File: src/rtl/led_sequence_if.sv
// rtl/led_sequence_if.sv - divisor input and LED/divided-clock outputs of the LED chaser
interface led_sequence_if #(
  parameter int NUM_LEDS  = 10,
  parameter int DIV_WIDTH = 32
);
  logic [DIV_WIDTH-1:0] divisor;
  logic                 div_clk;
  logic                 div_clk_n;
  logic [NUM_LEDS-1:0]  led_out;

  modport master (
    output divisor,
    input  div_clk,
    input  div_clk_n,
    input  led_out
  );

  modport slave (
    input  divisor,
    output div_clk,
    output div_clk_n,
    output led_out
  );
endinterface

File: src/rtl/led_sequence.sv
// rtl/led_sequence.sv - bouncing one-hot LED chaser driven by a programmable clock divider
module led_sequence #(
  parameter int NUM_LEDS  = 10,
  parameter int DIV_WIDTH = 32
) (
  input  logic         clock,
  input  logic         reset,
  led_sequence_if.slave bus
);

  typedef enum logic {
    DIR_UP   = 1'b0,
    DIR_DOWN = 1'b1
  } dir_t;

  localparam logic [DIV_WIDTH-1:0] DIV_ONE = {{(DIV_WIDTH-1){1'b0}}, 1'b1};
  localparam logic [NUM_LEDS-1:0]  LED_ONE = {{(NUM_LEDS-1){1'b0}}, 1'b1};

  logic [DIV_WIDTH-1:0] cnt;
  logic [DIV_WIDTH-1:0] eff_div;
  logic                 terminal;
  logic                 adv;
  logic                 div_clk_q;
  logic                 div_clk_n_q;
  logic [NUM_LEDS-1:0]  led_q;
  logic                 led_legal;
  dir_t                 dir;

  // Terminal count and the advance strobe; >= lets a shrunken divisor end the half-period at once
  always_comb begin
    eff_div   = (bus.divisor == '0) ? DIV_ONE : bus.divisor;
    terminal  = (cnt >= (eff_div - DIV_ONE));
    adv       = terminal && !div_clk_q;
    led_legal = (led_q != '0) && ((led_q & (led_q - LED_ONE)) == '0);
  end

  // Divide counter and the registered divided clock pair
  always_ff @(posedge clock or posedge reset) begin
    if (reset) begin
      cnt         <= '0;
      div_clk_q   <= 1'b0;
      div_clk_n_q <= 1'b1;
    end else if (terminal) begin
      cnt         <= '0;
      div_clk_q   <= ~div_clk_q;
      div_clk_n_q <= div_clk_q;
    end else begin
      cnt <= cnt + DIV_ONE;
    end
  end

  // Bounce sequencer, stepping only on the cycle div_clk rises; illegal patterns recover to bit 0
  always_ff @(posedge clock or posedge reset) begin
    if (reset) begin
      led_q <= LED_ONE;
      dir   <= DIR_UP;
    end else if (adv) begin
      if (!led_legal) begin
        led_q <= LED_ONE;
        dir   <= DIR_UP;
      end else begin
        case (dir)
          DIR_UP: begin
            if (led_q[NUM_LEDS-1]) begin
              dir   <= DIR_DOWN;
              led_q <= led_q >> 1;
            end else begin
              led_q <= led_q << 1;
            end
          end
          default: begin
            if (led_q[0]) begin
              dir   <= DIR_UP;
              led_q <= led_q << 1;
            end else begin
              led_q <= led_q >> 1;
            end
          end
        endcase
      end
    end
  end

  assign bus.div_clk   = div_clk_q;
  assign bus.div_clk_n = div_clk_n_q;
  assign bus.led_out   = led_q;

endmodule

File: src/flat_wrapper.sv
// flat-port wrapper written by rule: the top's interface ports become plain ports
module led_sequence_flat 
#(
  parameter int NUM_LEDS  = 10,
  parameter int DIV_WIDTH = 32
)
  (clock, reset, bus_divisor, bus_div_clk, bus_div_clk_n, bus_led_out);
  led_sequence_if #(.NUM_LEDS(NUM_LEDS), .DIV_WIDTH(DIV_WIDTH)) bus_i ();
  input  logic clock;
  input  logic reset;
  input wire logic [$bits(bus_i.divisor)-1:0] bus_divisor;
  output wire logic [$bits(bus_i.div_clk)-1:0] bus_div_clk;
  output wire logic [$bits(bus_i.div_clk_n)-1:0] bus_div_clk_n;
  output wire logic [$bits(bus_i.led_out)-1:0] bus_led_out;
  assign bus_i.divisor = bus_divisor;
  assign bus_div_clk = bus_i.div_clk;
  assign bus_div_clk_n = bus_i.div_clk_n;
  assign bus_led_out = bus_i.led_out;
  led_sequence #(.NUM_LEDS(NUM_LEDS), .DIV_WIDTH(DIV_WIDTH)) u_core (.clock(clock), .reset(reset), .bus(bus_i));
endmodule
File: config.mk
export PLATFORM = sky130hd
export DESIGN_NAME = led_sequence_flat
export DESIGN_NICKNAME = d
export VERILOG_FILES = /design/src/rtl/led_sequence_if.sv /design/src/rtl/led_sequence.sv /design/src/flat_wrapper.sv
export SDC_FILE = /design/constraint.sdc
export NUM_CORES = 1
export LEC_CHECK = 0
export ABC_AREA = 1
export CORE_MARGIN = 2
export CORE_UTILIZATION = 56
export DETAILED_ROUTE_END_ITERATION = 12
export GPL_ROUTABILITY_DRIVEN = 0
export PLACE_DENSITY_LB_ADDON = 0.25
export SYNTH_ARGS = -nofsm -noshare
export SYNTH_HDL_FRONTEND = slang
export SYNTH_SLANG_ARGS = --single-unit
export TNS_END_PERCENT = 50
File: constraint.sdc
create_clock -name clock -period 2.5 [get_ports clock]
set_input_delay 0.375 -clock clock [delete_from_list [all_inputs] [get_ports clock]]
set_output_delay 0.375 -clock clock [all_outputs]
set_load 0.02 [all_outputs]
==> impl_results.md <==
* Status: finished with violations
* Failing checks: setup timing
* Vias in the first global route at approximately 4700
* R2r setup slk at 330 ps
* ANT nets after route at 0
* Post-Synthesis Cell Area at 4260 um2
* N_diodes at 0
* LEAKAGE at ~2.7 nW
* Worst vdd ir at between 0.0002 and 0.00025 V
* Worst rel slew slack at 0.527
* Total Routing Usage GR at 0.318
* Drt pass-1 iters at 6
* Initial antenna violation count at 0
* Clk root buf: clkbuf_8
* Vias per cell at 5.67
* R2r worst-path depth at 12
* CTS Hold Bufs at 0
* Grt ovf at 0
* FMAX at 0.322 GHz
* CP max FO at 8
* Area occupied by multi-input gates at between 3000 and 4000 um2
* Vias at approximately 4800
* CP Data Required Time at approximately 2700 ps
* Tmin final at between 3000 and 4000 ps
* Ys async rst share at 1.00
* Worst-path clk slew at roughly 90 ps
* Clk_lat worst skew at about 300 ps
* Area added between synthesis and finish at 38.3%
* IO Port Bufs at between 40 and 50
* Seq/Total Area, Yosys at 0.265
* DR WL/cell at between 15 and 20 um
* Syn Inst Count at ~600
* Sequential Power Share at 0.425
* Final net count at 806
* Placement row count at 31
* WL final at roughly 13000 um
* Register area at 1130 um2
* Share of layout cells above drive strength 1 at 0.341
* Clk_skew at about 6.4 ps
* Critical path arrival at roughly 3300 ps
* Hold_sp: u_core.bus.div_clk_n
* TritonCTS Buffers at 5
* Synthesized area per cell at around 7.2 um2
* Die X at 91.2 um
* Residual DRC at 0
* Detail Placement HPWL at 8780 um
* Critical path endpoint category: register
* Initial Util at 0.584
* Die span in y at around 91 um
* Clk buf depth at 2
* Final worst slack at -601 ps
* Pwr Total at 1.73 mW
* Syn_nets at 663
* Fillers at 462
* Core ar. at around 7300 um2
* CTS tree: yes
* Clk pwr share at 0.383
* Place WS at -1130 ps
* Synth top area share at 0.253
* Top cells by area, synth: dfrtp_1 (25%), nand2_1 (12%), ha_1 (10%), nor2_1 (7.1%), xor2_1 (6.4%)
* Least-Margin Pin Slew at 703 ps
* Final setup violation count at 45
* Clock Sinks at 45
* Worst Setup SP: bus_divisor[21]
* Max Cap Viol at 0
* Top FF cell, synth: dfrtp_1
* Yosys Warn Count at 0
* Final Max Slew Viols at 0
* Largest net degree at the start of global routing at 46
* RSZ-0062 raised after global routing: true
* EDFF count, synth at 0
* Startpoint types: input pin
* Class of the worst hold path: register to register
* I/O pin total at 46
* Critical path class: input pin to register
* Sw Ratio at 0.255
* Die Area at 8320 um2
* First-pass GRT wire length at 21300 um
* Post-route clock period utilization at 1.24
* Int Pwr at ~1.3 mW
* Iter 0 DRT Violations at between 200 and 300
* R2R Path Start: u_core.cnt[5]
* Hold Path Depth at 2
* Hold Vio Cnt, Final at 0
* Finished Core Util at 0.808
* Leading area contributor after synthesis: dfrtp_1
* Pwr dens at 294 nW/um2
* Register bit total from synthesis at 45
* Psw at between 0.4 and 0.5 mW
* Number of library cell types mapped by synthesis at 37
* H-tree depth at 2
* Comb power frac at 0.192
power by group through the flow:
stage	Combinational (mW)	Clock [mW]	Sequential, mW
floorplan	0.127	0	0.752
global placement	0.301	0	0.749
detailed placement	0.309	0	0.749
CTS	0.319	0.674	0.735
global route	0.363	0.701	0.736
finish	0.333	0.663	0.735
placed cells by master, fill, tap and decap left out, types with 5 or more instances in the layout:
cell	n
nand2_1	125
buf_4	91
nor2_1	70
inv_1	54
dfrtp_1	43
ha_1	33
nand3_1	31
xor2_1	30
buf_2	27
nor3_1	20
nor2_2	20
a21oi_1	16
inv_2	14
xnor2_1	14
nor3_2	13
nand4_1	13
nor2_4	13
nand2_2	13
clkdlybuf4s50_1	13
nand3_2	10
o21ai_0	8
nor3_4	7
nand2_4	6
nor4_1	6
clkbuf_8	5
cells in the mapped netlist (6+ instances only):
| library cell | instances |
|---|---|
| nand4_1 | 13 |
| nand3_2 | 6 |
| nor2_2 | 15 |
| inv_1 | 61 |
| nor2_4 | 8 |
| dfrtp_1 | 43 |
| inv_2 | 8 |
| ha_1 | 34 |
| nor4_1 | 7 |
| o21ai_0 | 9 |
| xor2_1 | 31 |
| nor2_1 | 80 |
| nand3_1 | 36 |
| xnor2_1 | 14 |
| nor3_1 | 31 |
| nor3_2 | 6 |
| a21oi_1 | 17 |
| nand2_1 | 137 |
metrics by stage:
stage          TNS (ps)  instance area (um2)  std cells  hold slack (ps)
2_1_floorplan    -21450                 4310        595              462
3_3_place_gp     -47100                 5410        805              479
3_5_place_dp     -48730                 5410        805              475
4_1_cts          -17710                 5770        835              484
5_1_grt          -27490                 5890        838              520
6_report         -23800                 5890        838              488
worst paths after layout:
kind,endpoint
worst max register to register,u_core.bus.led_out[7]
max in group asynchronous,u_core.bus.led_out[0]
worst min-delay path,u_core.bus.div_clk_n
worst max-delay path,u_core.bus.led_out[7]
worst min register to register,u_core.bus.div_clk_n
min in group asynchronous,u_core.cnt[27]
cells by family after synthesis:
kind of cell             share of synthesized area
AO/OA/AOI/OAI                               0.0414
XOR/XNOR                                    0.0925
adder cells (fa/ha/maj)                     0.0999
buffers and inverters                       0.0693
flip-flops                                   0.265
multiplexers                               0.00529
AND/OR/NAND/NOR                              0.427
worst max-delay path, cell delays in order:
cell       delay (ps)
buf_2             110
nor2_2            140
nand2_2            90
buf_4             140
buf_4             120
buf_4             120
buf_4             120
buf_4             120
buf_4             120
buf_4             130
buf_4             120
nor2_2            110
xor2_1            100
ha_1              210
a21oi_1           130
o21ai_1            70
nand2_1            80
o211ai_1          140
nor2_4            230
nand2_8           160
clkbuf_16         190
nand3_1            60
nand2_1            70
flip-flops by register name, summed over array words and instances (netlist names):
name / cells
u_core.dir: 1
u_core.bus.div_clk_n: 1
u_core.cnt: 32
u_core.bus.led_out: 10
u_core.bus.div_clk: 1
metal layers:
metal | vias up | GRT usage | part of all wire
met5 | - | 0 | 0
met4 | 0 | 0.169 | 0.050
met3 | 67 | 0.0398 | 0.061
met2 | 247 | 0.577 | 0.50
met1 | 2220 | 0.360 | 0.39
li1 | 2218 | - | -
timing repair:
action                     4_1_cts  5_1_grt
gates resized for setup        170       18
cloned                           2        1
setup endpoints to repair       45       45
buffers inserted                21        2
pin swaps                       14       10
final cells by class:
type / instances / share of cell area
inverters: 69 / 0.0440
clock inverters: 3 / 0.0117
well taps: 99 / 0.0210
clock buffers: 5 / 0.0117
flip-flops and latches: 45 / 0.192
repair buffers: 143 / 0.194
multi-input cells: 474 / 0.526
Power figures use the tool's default switching activity.
